### src/rtl/loader_pkg.sv
// loader_pkg -- shared types and defaults for the program loader.
//   state_e            : loader FSM states
//   DEF_BASE_ADDR      : default byte address of the first instruction word
//   DEF_TIMEOUT_CYCLES : default allowed idle cycles between accepted bytes
//   DEF_MAX_WORDS      : default largest legal word count (256-byte memory / 4)
//   word_addr()        : byte address of word k, wrapping at 256
package loader_pkg;

    typedef enum logic [2:0] {
        S_IDLE,
        S_HDR,
        S_COLLECT,
        S_WRITE,
        S_CHECK,
        S_DONE,
        S_ERROR
    } state_e;

    localparam logic [7:0] DEF_BASE_ADDR      = 8'h00;
    localparam int         DEF_TIMEOUT_CYCLES = 1024;
    localparam int         DEF_MAX_WORDS      = 64;

    // 8-bit arithmetic on purpose: the address space is 256 bytes and wraps.
    function automatic logic [7:0] word_addr(input logic [7:0] base, input logic [7:0] k);
        logic [7:0] off;
        off = k << 2;
        return base + off;
    endfunction

endpackage

### src/rtl/gap_timer.sv
// gap_timer -- counts consecutive idle cycles while the loader waits for a byte.
//   clk, clr_n : clock, asynchronous active-low reset
//   clear      : restart the count (byte accepted, or not in a waiting state)
//   count_en   : this cycle is a waiting cycle with no accepted byte
//   expired    : this is the TIMEOUT_CYCLES-th consecutive idle cycle
module gap_timer
    import loader_pkg::*;
#(
    parameter int TIMEOUT_CYCLES = DEF_TIMEOUT_CYCLES
) (
    input  logic clk,
    input  logic clr_n,
    input  logic clear,
    input  logic count_en,
    output logic expired
);

    // Counter only needs to reach TIMEOUT_CYCLES-1; expiry is flagged on that cycle.
    localparam int             CW   = (TIMEOUT_CYCLES > 1) ? $clog2(TIMEOUT_CYCLES) : 1;
    localparam logic [CW-1:0]  LAST = CW'(TIMEOUT_CYCLES - 1);

    logic [CW-1:0] cnt_q, cnt_d;

    assign expired = count_en && (cnt_q == LAST);

    always_comb begin
        cnt_d = cnt_q;
        if (clear)
            cnt_d = '0;
        else if (count_en && !expired)
            cnt_d = cnt_q + 1'b1;
    end

    always_ff @(posedge clk or negedge clr_n) begin
        if (!clr_n)
            cnt_q <= '0;
        else
            cnt_q <= cnt_d;
    end

endmodule

### src/rtl/program_loader.sv
// program_loader -- loads a byte stream into instruction memory while holding
// the processor in clear.
// Stream: header N, 4*N big-endian payload bytes, XOR checksum of the payload.
//   clk, clr_n       : clock, asynchronous active-low reset
//   start            : begin a load (honoured only when not busy)
//   byte_valid/_data : incoming stream byte
//   byte_ready       : a byte may transfer on this edge
//   mem_wen/addr/data: one-cycle instruction-memory write per completed word
//   cpu_clr          : processor held in clear (released only on a good load)
//   busy/done/error  : load status
module program_loader
    import loader_pkg::*;
#(
    parameter logic [7:0] BASE_ADDR      = DEF_BASE_ADDR,
    parameter int         TIMEOUT_CYCLES = DEF_TIMEOUT_CYCLES,
    parameter int         MAX_WORDS      = DEF_MAX_WORDS
) (
    input  logic        clk,
    input  logic        clr_n,
    input  logic        start,
    input  logic        byte_valid,
    input  logic [7:0]  byte_data,
    output logic        byte_ready,
    output logic        mem_wen,
    output logic [7:0]  mem_addr,
    output logic [31:0] mem_data,
    output logic        cpu_clr,
    output logic        busy,
    output logic        done,
    output logic        error
);

    localparam logic [8:0] MAX_N = 9'(MAX_WORDS);

    state_e      state_q;
    logic [7:0]  n_q;
    logic [7:0]  word_idx_q;
    logic [1:0]  byte_idx_q;
    logic [23:0] shift_q;      // first three bytes of the word in flight
    logic [7:0]  csum_q;
    logic [7:0]  mem_addr_q;
    logic [31:0] mem_data_q;

    logic waiting, accept, gap_expired;

    assign waiting = (state_q == S_HDR) || (state_q == S_COLLECT) || (state_q == S_CHECK);
    assign accept  = waiting && byte_valid;

    gap_timer #(
        .TIMEOUT_CYCLES(TIMEOUT_CYCLES)
    ) u_gap (
        .clk      (clk),
        .clr_n    (clr_n),
        .clear    (accept || !waiting),
        .count_en (waiting && !accept),
        .expired  (gap_expired)
    );

    always_ff @(posedge clk or negedge clr_n) begin
        if (!clr_n) begin
            state_q    <= S_IDLE;
            n_q        <= '0;
            word_idx_q <= '0;
            byte_idx_q <= '0;
            shift_q    <= '0;
            csum_q     <= '0;
            mem_addr_q <= BASE_ADDR;
            mem_data_q <= '0;
        end else begin
            case (state_q)
                S_IDLE, S_DONE, S_ERROR: begin
                    if (start) begin
                        state_q    <= S_HDR;
                        word_idx_q <= '0;
                        byte_idx_q <= '0;
                        csum_q     <= '0;
                    end
                end
                S_HDR: begin
                    if (accept) begin
                        n_q <= byte_data;
                        if (byte_data == 8'd0)
                            state_q <= S_CHECK;
                        else if ({1'b0, byte_data} > MAX_N)
                            state_q <= S_ERROR;
                        else
                            state_q <= S_COLLECT;
                    end else if (gap_expired) begin
                        state_q <= S_ERROR;
                    end
                end
                S_COLLECT: begin
                    if (accept) begin
                        shift_q    <= {shift_q[15:0], byte_data};
                        csum_q     <= csum_q ^ byte_data;
                        byte_idx_q <= byte_idx_q + 2'd1;
                        // Word complete: latch address/data so they are stable for the WRITE cycle.
                        if (byte_idx_q == 2'd3) begin
                            mem_data_q <= {shift_q, byte_data};
                            mem_addr_q <= word_addr(BASE_ADDR, word_idx_q);
                            state_q    <= S_WRITE;
                        end
                    end else if (gap_expired) begin
                        state_q <= S_ERROR;
                    end
                end
                S_WRITE: begin
                    word_idx_q <= word_idx_q + 8'd1;
                    if ((word_idx_q + 8'd1) < n_q)
                        state_q <= S_COLLECT;
                    else
                        state_q <= S_CHECK;
                end
                S_CHECK: begin
                    if (accept)
                        state_q <= (byte_data == csum_q) ? S_DONE : S_ERROR;
                    else if (gap_expired)
                        state_q <= S_ERROR;
                end
                default: state_q <= S_IDLE;
            endcase
        end
    end

    // Control outputs are pure decodes of the state register, so reset reaches them asynchronously.
    assign byte_ready = waiting;
    assign mem_wen    = (state_q == S_WRITE);
    assign busy       = waiting || (state_q == S_WRITE);
    assign done       = (state_q == S_DONE);
    assign error      = (state_q == S_ERROR);
    assign cpu_clr    = (state_q != S_DONE);
    assign mem_addr   = mem_addr_q;
    assign mem_data   = mem_data_q;

endmodule

### config.mk
export PLATFORM = sky130hd
export DESIGN_NAME = program_loader
export DESIGN_NICKNAME = d
export VERILOG_FILES = /design/src/rtl/loader_pkg.sv /design/src/rtl/gap_timer.sv /design/src/rtl/program_loader.sv
export SDC_FILE = /design/constraint.sdc
export NUM_CORES = 1
export LEC_CHECK = 0
export BUFFER_PORTS_ARGS = -buffer_cell sky130_fd_sc_hd__buf_4
export CAP_MARGIN = 20
export CORE_ASPECT_RATIO = 0.9
export CORE_UTILIZATION = 60
export CTS_CLUSTER_DIAMETER = 120
export DETAILED_ROUTE_END_ITERATION = 6
export PLACE_DENSITY = 0.88
export SLEW_MARGIN = 20
export SYNTH_ARGS = -nofsm -noshare
export SYNTH_HDL_FRONTEND = slang
export SYNTH_SLANG_ARGS = --single-unit
### constraint.sdc
create_clock -name clk -period 4.41 [get_ports clk]
set_input_delay 0 -clock clk [delete_from_list [all_inputs] [get_ports clk]]
set_output_delay 0 -clock clk [all_outputs]
set_load 0.1 [all_outputs]
==> key figures <==
Status
  • Status: finished clean

Global route
  • GRT Util Overall: 0.247
  • Largest net degree at the start of global routing: slightly below 70
  • GRT Residual Overflow: 0
  • First-pass GRT wire length: 15,700 um
  • Vias in the first global route: 3,314
  • Antenna violations before repair: 0

Floorplanning
  • Die height: around 86 um
  • Initial Utilization: 0.623
  • I/O Pins: 58
  • Total core area: 7580 um^2
  • Die ar.: 8230 um^2
  • Num rows: 30
  • Die W: 95.5 um

Place
  • GPL Wtd Cong: around 0.86
  • Post-DP HPWL: 6260 um
  • Placed instance count: 564
  • Port Buffers: 55

Hold path
  • Hold Path Class: in -> reg

Yosys
  • Most used DFF post-synth: dfrtp_1
  • Top cells by area, synth: dfrtp_1 54%, mux2_4 7.6%, nand2_1 5.5%
  • Count of different cell masters after synthesis: between 50 and 60
  • Leading area contributor after synthesis: dfrtp_1
  • Avg Cell Area, Syn: 10.9 um^2
  • Yosys reg bits: 101
  • Gate Count Post-Synth: between 400 and 500
  • Post-synth top area share: 0.535
  • FFs w/ async S/R, synth: 1.00
  • Synthesis Warnings: 0
  • EDFF count, synth: 0
  • Netlist Area Pre-Place: 4720 um^2
  • Sequential cell area fraction in the yosys report: 0.535

Pwr
  • Static Leak: 2.80 nW
  • Clk pwr share: 0.222
  • Logic gate share of total power: 0.348
  • Sw Pwr: 1.24 mW
  • Net Sw Frac: 0.404
  • Flop pwr share: 0.430
  • Peak supply drop: about 0.68 mV
  • Pwr/cell area: 559 nW/um^2
  • P_int: between 1.5 and 2 mW

Worst setup path
  • Crit end category: flip-flop
  • Worst R2R Setup Slack: 1690 ps
  • Startpoint types: flip-flop
  • Critical path fanouts, max: 7
  • Critical path class: reg -> reg
  • Worst EP required: 4660 ps
  • Crit path arrival time: around 3000 ps

Clocking
  • H-Tree Level Count: 3
  • CTS Hold Buffers Added: 9
  • CTS max path bufs: 2
  • Post-CTS Setup Repair Bufs: 0
  • Root buffer cell: clkbuf_8
  • TritonCTS buffer count: 9
  • CTS tree: yes
  • Post-CTS sizing: 0
  • Worst skew pair latency: 360 ps
  • CTS Sinks: a little over 100
  • Clock-pin slew on the worst setup and hold paths: 100 ps

Finish
  • P&R area growth vs syn: 15.7%
  • Diodes inserted: 0
  • Nets@finish: 510
  • Layout cell share with drive strength beyond 1: 0.229
  • Final cell count without fillers: 589
  • Filler cell count: 526

Routing
  • Initial DRC Count: 217
  • Initial DRT Pass Iterations: 4
  • Final ANT Viol Nets: 0
  • Routed Wire Length: 9330 um
  • Via count: 3,342
  • Wire per inst: 15.8 um
  • Vias/cell: 5.67
  • Number of remaining DRC errors: 0

STA
  • Final setup viols: 0
  • RSZ-0062 raised after global routing: no
  • Slew Limit Fails: 0
  • Crit share post-route: 0.616
  • Setup_tns: 0 ps
  • Worst Tran Pin Value: 823 ps
  • Fmax: 368 MHz
  • Max_slew headroom: 0.452
  • Worst Skew: 12.0 ps
  • Final hold violation count: 0
  • Period minus WS final: approximately 2700 ps

Run
  • Max-cap violations: 0
[through the flow]
stage / area (um^2) / hold WS [ps] / worst slack, ps / total power, mW / utilization
finish: 5460 / 64.3 / 1690 / 3.06 / 0.721
global route: 5460 / 76.1 / 1560 / 3.24 / 0.721
CTS: 5460 / 56.8 / 1740 / 3.07 / 0.721
detailed placement: 5140 / -30.9 / 1780 / 2.38 / 0.677
global placement: 5120 / -34.7 / 1940 / 2.33 / 0.675
floorplan: 4720 / -296 / 2030 / 2.14 / -
[layout by cell type, fill, tap and decap left out, types with 3 or more instances in the layout]
cell type,n
nand3_1,8
a22o_1,7
xnor2_1,13
ha_1,10
clkbuf_8,10
inv_1,18
o21ai_1,38
and3_1,9
nand2_1,69
nor2_1,25
nor2b_1,3
buf_4,57
mux2_4,24
dlygate4sd3_1,9
mux2_1,7
xor2_1,6
a21oi_1,5
nand3b_1,3
dfrtp_1,101
o21ai_0,19
[critical path: stages, from the launching register on]
cell and delay, ps:
dfrtp_1 460, and3_1 220, and3_1 190, and3_1 190, xor2_1 160, ha_1 300, nand2_1 80, a2111oi_0 490
a2111oi_1 140, a221o_1 360
[worst paths after layout]
path / start / endpoint / cells past startpoint
max in group asynchronous: clr_n / shift_q[21]$_DFFE_PN0P_ / 3
hold reg to reg: shift_q[21]$_DFFE_PN0P_ / shift_q[21]$_DFFE_PN0P_ / 2
setup reg to reg: word_idx_q[0]$_DFFE_PN0P_ / state_q[1]$_DFFE_PN0P_ / 9
min in group asynchronous: clr_n / mem_data[3]$_DFFE_PN0P_ / 2
setup / recovery: word_idx_q[0]$_DFFE_PN0P_ / state_q[1]$_DFFE_PN0P_ / 9
hold / removal: start / word_idx_q[0]$_DFFE_PN0P_ / 4
[registers in the layout, indices dropped and copies added (netlist names)]
name / flops
mem_data: 32
csum_q: 8
n_q: 8
shift_q: 24
byte_idx_q: 2
u_gap.cnt_q: 10
state_q: 3
word_idx_q: 8
mem_addr: 6
[synth_stat cells (3+ instances only)]
master	instances
buf_4	4
inv_1	18
clkbuf_1	6
mux2_4	24
nor2_1	25
buf_2	7
o21ai_0	19
o21ai_1	38
xnor2_1	13
and3_1	9
a22o_1	7
nand3_1	8
xor2_1	6
ha_1	10
nand2_1	69
nor2b_1	3
dfrtp_1	101
a21oi_1	5
mux2_1	7
buf_6	5
nand3b_1	3
[layout make-up]
cell class | count | area [um^2] | area share
inverter | 20 | 75.1 | 0.0137
clock buffer | 10 | 138 | 0.0252
timing repair buffer | 67 | 533 | 0.0975
clock inverter | 6 | 100 | 0.0183
sequential | 101 | 2530 | 0.463
multi-input combinational | 289 | 1970 | 0.361
tap | 96 | 120 | 0.0220
[routing by layer]
metal	routed length [um]	vias up	part of all wire	global-route usage
li1	-	1591	-	-
met1	4220	1653	0.45	0.329
met2	4600	85	0.49	0.413
met3	384	13	0.041	0.0567
met4	127	0	0.014	0.0583
met5	0	-	0	0
[kinds of logic (layout without fill, tap and decap cells)]
logic type	Yosys count	count (layout)	share of synthesized area
xor+xnor	20	20	0.0387
compound gates	87	87	0.115
flops	101	101	0.535
fa+ha+maj	10	10	0.0265
mux	33	33	0.0973
other cells	1	2	0.000794
simple gates	137	137	0.139
buf+inv	43	103	0.0480
[power groups by stage]
stage	Sequential [mW]	Clock, mW	Combinational (mW)
after detailed placement	1.33	0	1.05
after global routing	1.34	0.728	1.17
after CTS	1.31	0.690	1.07
after floorplan	1.35	0	0.791
after global placement	1.32	0	1.01
final	1.32	0.678	1.06
(Power assumes the default switching activity.)
